--- src/rtl/ins_fetch_buffer.sv ---
// Instruction fetch buffer: fetches words from a req/ack instruction memory into
// a PC-tagged FIFO that feeds the decoder over valid/ready, with redirect flush.
module ins_fetch_buffer #(
  parameter int          DEPTH    = 4,
  parameter logic [31:0] RESET_PC = 32'h0000_0000
) (
  input  logic        clk,
  input  logic        rst,
  input  logic        redirect,
  input  logic [31:0] redirect_pc,
  output logic        imem_req,
  output logic [31:0] imem_addr,
  input  logic        imem_ack,
  input  logic [31:0] imem_rdata,
  output logic        ins_valid,
  output logic [31:0] ins,
  output logic [31:0] ins_pc,
  input  logic        ins_ready
);

  localparam int          AW      = $clog2(DEPTH);
  localparam logic [AW:0] DEPTH_C = (AW + 1)'(DEPTH);

  typedef enum logic [1:0] {
    IDLE  = 2'd0,
    REQ   = 2'd1,
    DRAIN = 2'd2
  } state_t;

  state_t        state_r;
  logic [31:0]   ins_mem_r [DEPTH];
  logic [31:0]   pc_mem_r  [DEPTH];
  logic [AW-1:0] rd_ptr_r;
  logic [AW-1:0] wr_ptr_r;
  logic [AW:0]   count_r;
  logic [AW:0]   count_next_s;
  logic [31:0]   fetch_pc_r;
  logic [31:0]   next_addr_s;
  logic          xfer_s;
  logic          push_s;
  logic          pop_s;
  logic          space_s;

  assign ins_valid   = (count_r != {(AW + 1){1'b0}});
  assign ins         = ins_mem_r[rd_ptr_r];
  assign ins_pc      = pc_mem_r[rd_ptr_r];
  assign next_addr_s = imem_addr + 32'd4;

  // Handshake qualifiers and the post-edge occupancy that gates new requests.
  always_comb begin
    xfer_s  = imem_req && imem_ack;
    pop_s   = ins_valid && ins_ready;
    push_s  = xfer_s && (state_r == REQ) && !redirect;
    if (redirect) begin
      count_next_s = {(AW + 1){1'b0}};
    end else begin
      count_next_s = count_r + {{AW{1'b0}}, push_s} - {{AW{1'b0}}, pop_s};
    end
    space_s = (count_next_s < DEPTH_C);
  end

  // FIFO pointers and occupancy; a redirect flushes everything.
  always_ff @(posedge clk or negedge rst) begin
    if (!rst) begin
      rd_ptr_r <= {AW{1'b0}};
      wr_ptr_r <= {AW{1'b0}};
      count_r  <= {(AW + 1){1'b0}};
    end else if (redirect) begin
      rd_ptr_r <= {AW{1'b0}};
      wr_ptr_r <= {AW{1'b0}};
      count_r  <= {(AW + 1){1'b0}};
    end else begin
      if (push_s) begin
        wr_ptr_r <= wr_ptr_r + AW'(1'b1);
      end
      if (pop_s) begin
        rd_ptr_r <= rd_ptr_r + AW'(1'b1);
      end
      count_r <= count_next_s;
    end
  end

  // Entry storage, cleared at reset so an empty buffer presents zeros.
  always_ff @(posedge clk or negedge rst) begin
    if (!rst) begin
      for (int i = 0; i < DEPTH; i++) begin
        ins_mem_r[i] <= 32'h0000_0000;
        pc_mem_r[i]  <= 32'h0000_0000;
      end
    end else if (push_s) begin
      ins_mem_r[wr_ptr_r] <= imem_rdata;
      pc_mem_r[wr_ptr_r]  <= imem_addr;
    end
  end

  // Fetch control FSM; request and address are registered outputs.
  always_ff @(posedge clk or negedge rst) begin
    if (!rst) begin
      state_r    <= IDLE;
      imem_req   <= 1'b0;
      imem_addr  <= RESET_PC;
      fetch_pc_r <= RESET_PC;
    end else begin
      if (redirect) begin
        fetch_pc_r <= redirect_pc;
      end
      case (state_r)
        IDLE: begin
          if (!redirect && space_s) begin
            state_r   <= REQ;
            imem_req  <= 1'b1;
            imem_addr <= fetch_pc_r;
          end
        end
        REQ: begin
          if (redirect) begin
            // Without an ack the request must stay up at the old address.
            if (xfer_s) begin
              state_r  <= IDLE;
              imem_req <= 1'b0;
            end else begin
              state_r <= DRAIN;
            end
          end else if (xfer_s) begin
            fetch_pc_r <= next_addr_s;
            if (space_s) begin
              imem_addr <= next_addr_s;
            end else begin
              state_r  <= IDLE;
              imem_req <= 1'b0;
            end
          end
        end
        DRAIN: begin
          if (xfer_s) begin
            state_r  <= IDLE;
            imem_req <= 1'b0;
          end
        end
        default: begin
          state_r  <= IDLE;
          imem_req <= 1'b0;
        end
      endcase
    end
  end

endmodule

--- config.mk ---
export PLATFORM = sky130hd
export DESIGN_NAME = ins_fetch_buffer
export DESIGN_NICKNAME = d
export VERILOG_FILES = /design/src/rtl/ins_fetch_buffer.sv
export SDC_FILE = /design/constraint.sdc
export NUM_CORES = 1
export LEC_CHECK = 0
export ABC_AREA = 1
export CORE_ASPECT_RATIO = 0.5
export CORE_MARGIN = 2
export CORE_UTILIZATION = 30
export CTS_CLUSTER_SIZE = 40
export DETAILED_ROUTE_END_ITERATION = 8
export SYNTH_ARGS = -nofsm -noshare
export SYNTH_HDL_FRONTEND = slang
export SYNTH_SLANG_ARGS = --single-unit
--- constraint.sdc ---
create_clock -name clk -period 5.4 [get_ports clk]
set_input_delay 1.08 -clock clk [delete_from_list [all_inputs] [get_ports clk]]
set_output_delay 1.08 -clock clk [all_outputs]
set_load 0.1 [all_outputs]
==> results of run 1 <==
critical path, stage by stage, from the launching register on:
cell and delay (ps):
dfrtp_2 640, inv_2 700, o21ai_0 190, o22ai_1 320
clkdlybuf4s50_1 1210
per-layer routing:
metal	routed length (um)	global-route usage (%)
met2	20400	26.9
met3	1620	2.34
met5	0	0
met4	1600	6.64
met1	20000	21.9
registers in the layout, indices dropped and copies added, names as in the netlist:
name,cells
pc_mem_r,128
state_r,2
fetch_pc_r,32
count_r,3
ins_mem_r,128
wr_ptr_r,2
rd_ptr_r,2
imem_req,1
imem_addr,32
through the flow:
stage	cell area (um2)	setup slack (ps)	hold WS, ps	instances
final	18700	687	476	2711
after global routing	18700	473	491	2710
after CTS	18700	618	478	2710
after detailed placement	17400	979	463	2648
after global placement	17400	1050	459	2648
after floorplan	15500	1710	448	1893
cell usage in the layout, fill, tap and decap left out, types with 27 or more instances in the layout:
master,Yosys,final
nand3_1,65,65
o21ai_0,287,287
inv_1,111,109
nor2_1,216,216
clkdlybuf4s50_1,0,128
o21ai_1,102,102
dfrtp_1,330,328
buf_4,3,52
o22ai_1,71,71
o21ai_2,27,27
clkbuf_16,0,37
nand2_1,505,503
worst paths after layout:
check | from | end | slack (ps) | cells past startpoint
setup / recovery | rd_ptr_r[1] | ins_pc[16] | 690 | 4
hold / removal | ins_mem_r[62] | ins_mem_r[62] | 480 | 2
setup reg to reg | state_r[0] | imem_addr[2] | 1900 | 17
hold reg to reg | ins_mem_r[62] | ins_mem_r[62] | 480 | 2
max in group asynchronous | rst | ins_mem_r[106] | 3620 | 2
min in group asynchronous | rst | fetch_pc_r[1] | 570 | 1
layout make-up:
cell class / count / area [um2]
clock inverter: 7 / 160
sequential: 330 / 8260
antenna: 1 / 2.50
inverter: 115 / 435
clock buffer: 55 / 1080
fill: 5291 / 32000
timing repair buffer: 183 / 1730
tap: 690 / 863
multi-input combinational: 1330 / 6150
where the power goes:
part / internal [mW] / switching (mW)
Sequential: 2.96 / 0.444
Combinational: 1.38 / 5.03
Clock: 1.62 / 0.996
Total: 5.95 / 6.47
cells by family (layout without fill, tap and decap cells):
logic type | Yosys count | in the layout | synth area share, %
simple gates | 805 | 805 | 20.4
compound gates | 509 | 509 | 17.9
flops | 330 | 330 | 53.3
buf+inv | 233 | 360 | 7.24
fa+ha+maj | 8 | 8 | 0.694
xor+xnor | 8 | 8 | 0.452
other cells | 0 | 1 | 0
==> flow_summary.toml, run 1 <==
[outcome]
status = "finished, final reports clean"

[clock_network]
clkLatencyLatePin_ps = 520
numCtsBuffers = 35
cts.path.max_buffers = 3
clock_sinks = 330
clk_pin_slew_worst_paths_ps = 60
cts-resized-gates = 0
h-tree-depth = 2
cts_tree = "yes"
cts_hold_buf = 0
cts-root-buf = "clkbuf_16"
post-cts-setup-buffers = 0

[synthesis]
ys.flop_type = "dfrtp_1"
synthTopCellsByArea = "dfrtp_1 53%, nand2_1 12%, o21ai_0 9.3%"
synth_edf_count = 0
synth_area_um2 = 15500
yosysUniqueCellTypes = 35
synth_most_common_cell = "nand2_1"
ys_seq_area_share_pct = 53.3
syn_avg_cell_area_um2 = 8.19
synth_top_area_cell = "dfrtp_1"
syn_nets = 1970
synth.top_cell.area_share_pct = 53.3
synthCells = 1893
synth_common_cells = "505 x nand2_1, 330 x dfrtp_1, 287 x o21ai_0, 216 x nor2_1, 111 x inv_1"
synth-seq-cells = 330
synthArstFlopShare_pct = 100
ys_warn_count = 0

[global_route]
grt_util_all_layers_pct = 16.4
grt_pass1_wl_um = 70200
grt_antenna_before_repair = 1
grt_start_max_net_pins = 129
grt_overflow_total = 0
first_global_vias = 12593

[routing]
drtIter0Drc = 958
final_antenna_net_count = 0
drt_wl_total_um = 43600
drc = 0
via_per_inst = 4.79
wire_per_inst_um = 16.1
first_pass_iters = 5
num_vias = 12977

[worst_setup_path]
worstPathMaxFanout = 39
cp.arrival_ps = 3630
criticalPathCategory = "flip-flop to output pin"
required_ps = 4320
end_kind = "output pin"
crit_path_start_kind = "flip-flop"

[floorplan]
die_height_um = 165
rows = 58
core_area_um2 = 50700
die_width_um = 325
dieArea_um2 = 53600
start_util_pct = 30.6
num_io_pins = 167

[timing]
fmax_mhz = 212
fin_skew_ps = 12.0
setup_violations = 0
finalCritPeriodShare_pct = 87.3
maxSlewHeadroom_pct = 32.0
tightest_slew_ps = 1020
rsz0062_at_grt = "false"
slew_violations = 0
hold_violations = 0
period_needed_ps = 4710
fin_setup_tns_ps = 0

[cells_and_area]
areaGrowthSynthToFinish_pct = 20.5
drive_above_1_share_pct = 7.92
postLayoutCoreUtil_pct = 36.9
fin_nets = 2072

[power]
ir_drop_mv = 0.474
powerDensity_nw_per_um2 = 665
leakage_nw = 8.58
power.total_mw = 12.4

[flow_run]
maxCapViolations = 0

[placed_design]
hpwl_um = 27500
gp_congestion = 0.854
io_buffers = 166

[worst_hold_path]
hold_path_class = "flip-flop to flip-flop"
No activity file was read; power rests on OpenSTA's default activity.
==> inputs of run 2 (changes only) <==
clock period = 4.98 ns   (was 5.4 ns; I/O delays follow)
==> flow_summary.toml, run 2 (same netlist as run 1, synthesis figures left out) <==
[worst_setup_path]
cp.arrival_ps = 4070
critPathBufInv = 5
worstPathMaxFanout = 44
worstPathCellList = "clkdlybuf4s50_1, nand2_2, nor2_4, nand2_4, ha_1, inv_1, ha_1, inv_1, fa_1, xor2_1, nand2_1, nand2_1, nand3_2, buf_4, inv_2, nand2_1, o21ai_0"
criticalPathCategory = "input pin to flip-flop"
critical_path.max_stage_delay_ps = 500
worst_path_most_repeated_cell = "nand2_1"
crit_slowest_cell = "clkdlybuf4s50_1"
crit_path_start_kind = "input pin"
required_ps = 5370
path_delay_family = "buffers and inverters"
end_kind = "flip-flop"

[clock_network]
clock_sinks = 330
numCtsBuffers = 36
cts.path.max_buffers = 3
cts-resized-gates = 0
h-tree-depth = 2
clk_pin_slew_worst_paths_ps = 70
cts_hold_buf = 0
cts_tree = "yes"
clkLatencyLatePin_ps = 530
post-cts-setup-buffers = 0
cts-root-buf = "clkbuf_16"

[placed_design]
postPlaceCellArea_um2 = 17400
gp_congestion = 0.885
io_buffers = 166
pre_cts_slack_ps = 781
placedCellCount = 2649
hpwl_um = 27000

[global_route]
grt_start_max_net_pins = 131
grt_util_all_layers_pct = 16.3
grt_pass1_wl_um = 70200
grt_overflow_total = 0
first_global_vias = 12533
grt_antenna_before_repair = 1

[timing]
finalCritPeriodShare_pct = 74.1
hold_violations = 0
setup_violations = 0
fmax_mhz = 271
maxSlewHeadroom_pct = 30.1
fin_hold_ws_ps = 449
layout_setup_ws_ps = 1290
tightest_slew_ps = 1050
period_needed_ps = 3690
fin_setup_tns_ps = 0
fin_skew_ps = 16.0
slew_violations = 0
rsz0062_at_grt = "false"

[power]
powerDensity_nw_per_um2 = 720
ir_drop_mv = 0.445
leakage_nw = 8.65

[routing]
final_antenna_net_count = 0
topRoutingLayerUsed = "met4"
wl_met2_um = 21000
drt_wl_total_um = 43800
drtIter0Drc = 1002
first_pass_iters = 5
wire_per_inst_um = 16.2
dr_wl_met3_um = 1830
via_per_inst = 4.81
wirelength_met1_um = 19900
drc = 0
num_vias = 13040

[cells_and_area]
finalInstanceArea_um2 = 18700
areaGrowthSynthToFinish_pct = 20.5
final_common_cell = "nand2_1"
reg.largest.list = "ins_mem_r (128), pc_mem_r (128)"
fin_cells = 2711
nFillCells = 5309
fin_nets = 2074
final_cell_mix = "503 x nand2_1, 328 x dfrtp_1, 287 x o21ai_0"
drive_above_1_share_pct = 9.36

[floorplan]
die_height_um = 165
start_util_pct = 30.6
dieArea_um2 = 53600
die_width_um = 325
num_io_pins = 167
rows = 58
core_area_um2 = 50700

[outcome]
status = "finished, final reports clean"

[worst_hold_path]
hold_path_class = "input pin to async pin"

[flow_run]
maxCapViolations = 0
[run 2: changes by cell type in the layout (fill, tap and decap cells not counted), sizes merged]
cell / previous run / this run
buf: 55 / 83
clkinv: 4 / 5
clkbuf: 55 / 52
clkinvlp: 0 / 1
clkdlybuf4s50: 128 / 101
[run 2: worst reg2reg max path, delay by kind of cell, from the launching register on]
family,cells,cell delay (ps)
compound gates,1,80
xor+xnor,1,160
fa+ha+maj,3,860
buf+inv,5,1060
flops,1,320
simple gates,7,920
[run 2: report_power, final]
part           internal, mW  total (mW)  leakage, nW  switching, mW
clock                  1.74        2.84        0.607           1.10
combinational          1.45        6.96         3.64           5.51
sequential             3.20        3.65         4.40          0.444
total                  6.40        13.5         8.65           7.06
[run 2: worst paths after layout]
path | start | end | slack [ps] | depth (start not counted)
min in group clk | pc_mem_r[70] | pc_mem_r[70] | 480 | 2
setup reg to reg | state_r[0] | imem_addr[4] | 1480 | 17
setup / recovery | imem_ack | imem_addr[4] | 1290 | 17
hold / removal | rst | imem_addr[13] | 450 | 1
hold reg to reg | pc_mem_r[70] | pc_mem_r[70] | 480 | 2
max in group asynchronous | rst | ins_mem_r[96] | 3460 | 2
[run 2: routing by layer]
layer	vias up	GRT usage, %
li1	6407	-
met1	6292	21.8
met2	266	27.2
met3	75	2.35
met4	0	5.53
met5	-	0
[run 2: area by class of cell]
type | count | area, um2 | share of cell area [%]
clock buffer | 52 | 1060 | 5.68
clock inverter | 9 | 184 | 0.984
antenna | 1 | 2.50 | 0.0134
sequential | 330 | 8260 | 44.2
multi-input combinational | 1330 | 6150 | 32.9
timing repair buffer | 184 | 1730 | 9.25
tap | 690 | 863 | 4.62
inverter | 115 | 435 | 2.33
[run 2: metrics by stage]
| stage | util [%] | total power, mW |
|---|---|---|
| after floorplan | - | 8.92 |
| after global placement | 34.4 | 10.6 |
| after detailed placement | 34.4 | 10.7 |
| after CTS | 36.9 | 13.6 |
| after global routing | 36.9 | 14.1 |
| final | 36.9 | 13.5 |
==> inputs of run 3 (changes only) <==
clock period = 3.8 ns   (was 4.98 ns; I/O delays follow)
==> flow_summary.toml, run 3 (same netlist as run 1, synthesis figures left out) <==
[clock_network]
clkLatencyLatePin_ps = 530
cts_hold_buf = 0
numCtsBuffers = 36
post-cts-setup-buffers = 0
cts_tree = "yes"
clock_sinks = 330
h-tree-depth = 2
cts-resized-gates = 0
cts-root-buf = "clkbuf_16"
clk_pin_slew_worst_paths_ps = 60
cts.path.max_buffers = 3

[worst_setup_path]
worstPathMaxFanout = 34
critPathBufInv = 3
cp.arrival_ps = 2520
crit_path_start_kind = "flip-flop"
required_ps = 3040
worstPathCellList = "inv_2, buf_4, o21ai_0, o22ai_1, buf_12"
path_delay_family = "buffers and inverters"
criticalPathCategory = "flip-flop to output pin"
critical_path.max_stage_delay_ps = 640
end_kind = "output pin"
crit_slowest_cell = "dfrtp_2"

[cells_and_area]
reg.largest.list = "ins_mem_r (128), pc_mem_r (128)"
final_common_cell = "nand2_1"
finalInstanceArea_um2 = 19500
final_cell_mix = "503 x nand2_1, 328 x dfrtp_1, 287 x o21ai_0"
areaGrowthSynthToFinish_pct = 26.1
fin_nets = 2084
drive_above_1_share_pct = 10.2

[timing]
setup_violations = 0
fin_skew_ps = 13.6
slew_violations = 0
maxSlewHeadroom_pct = 33.4
finalCritPeriodShare_pct = 86.3
period_needed_ps = 3280
fmax_mhz = 305
fin_setup_tns_ps = 0
rsz0062_at_grt = "false"
tightest_slew_ps = 996
hold_violations = 0

[placed_design]
gp_congestion = 0.848
hpwl_um = 28100
postPlaceCellArea_um2 = 18300
io_buffers = 166

[routing]
wire_per_inst_um = 16.2
via_per_inst = 4.79
first_pass_iters = 6
drtIter0Drc = 1103
drc = 0
num_vias = 13058
final_antenna_net_count = 0
drt_wl_total_um = 44100

[power]
powerDensity_nw_per_um2 = 968
power.total_mw = 18.9
leakage_nw = 8.95
ir_drop_mv = 0.731

[global_route]
grt_overflow_total = 0
grt_pass1_wl_um = 70900
first_global_vias = 12638
grt_antenna_before_repair = 1
grt_start_max_net_pins = 88
grt_util_all_layers_pct = 16.5

[floorplan]
core_area_um2 = 50700
start_util_pct = 30.6
die_height_um = 165
die_width_um = 325
dieArea_um2 = 53600
rows = 58
num_io_pins = 167

[outcome]
status = "finished, final reports clean"

[worst_hold_path]
hold_path_class = "input pin to async pin"

[flow_run]
maxCapViolations = 0
-- run 3: changes by cell type in the layout (fill, tap and decap cells not counted), sizes merged --
cell / delta
clkinvlp: +1
inv: +3
clkdlybuf4s50: -3
clkinv: +5
buf: +13
bufinv: -1
clkbuf: -5
-- run 3: report_power, final --
group          leakage (nW)  switching [mW]  internal (mW)
clock network         0.600            1.47           2.16
logic                  3.95            7.45           3.05
registers              4.40           0.592           4.20
-- run 3: routing by layer --
layer  routed length, um  part of all wire (%)  GRT usage, %
met1               19700                    45          22.2
met2               21000                    47          27.1
met3                2190                   5.0          2.56
met4                1350                   3.1          5.91
met5                   0                     0             0
-- run 3: final timing paths --
check / depth (start not counted) / from / to / slack (ps)
setup reg to reg: 17 / state_r[1] / imem_addr[22] / 780
hold reg to reg: 2 / ins_mem_r[79] / ins_mem_r[79] / 480
hold / removal: 1 / rst / fetch_pc_r[2] / 230
setup / recovery: 5 / rd_ptr_r[1] / ins_pc[13] / 520
min in group clk: 2 / ins_mem_r[79] / ins_mem_r[79] / 480
max in group asynchronous: 2 / rst / ins_mem_r[21] / 2690
-- run 3: final cells by class --
class	instances	area (um2)
flip-flops and latches	330	8260
repair buffers	194	2620
clock inverters	17	201
diodes	1	2.50
multi-input cells	1330	6150
inverters	115	435
fillers	5115	31100
well taps	690	863
clock buffers	47	1010
-- run 3: metrics by stage --
stage	setup WS [ps]	util, %	instances	hold WS, ps
2_1_floorplan	434	-	1893	448
3_3_place_gp	211	36.2	2659	458
3_5_place_dp	130	36.2	2659	463
4_1_cts	496	38.6	2723	253
5_1_grt	375	38.6	2723	258
6_report	520	38.6	2724	233
-- run 3: worst reg2reg max path, stage by stage, from the launching register on --
cell and delay [ps]:
dfrtp_1 400, inv_1 90, nand2_2 220, nor2_4 180, nand2_4 50, ha_1 280, inv_1 60, ha_1 130
inv_1 50, fa_1 400, xor2_1 160, nand2_1 60, nand2_1 100, nand3_2 100, buf_4 420, nor2_1 100
nand2_1 80, nand2_1 50
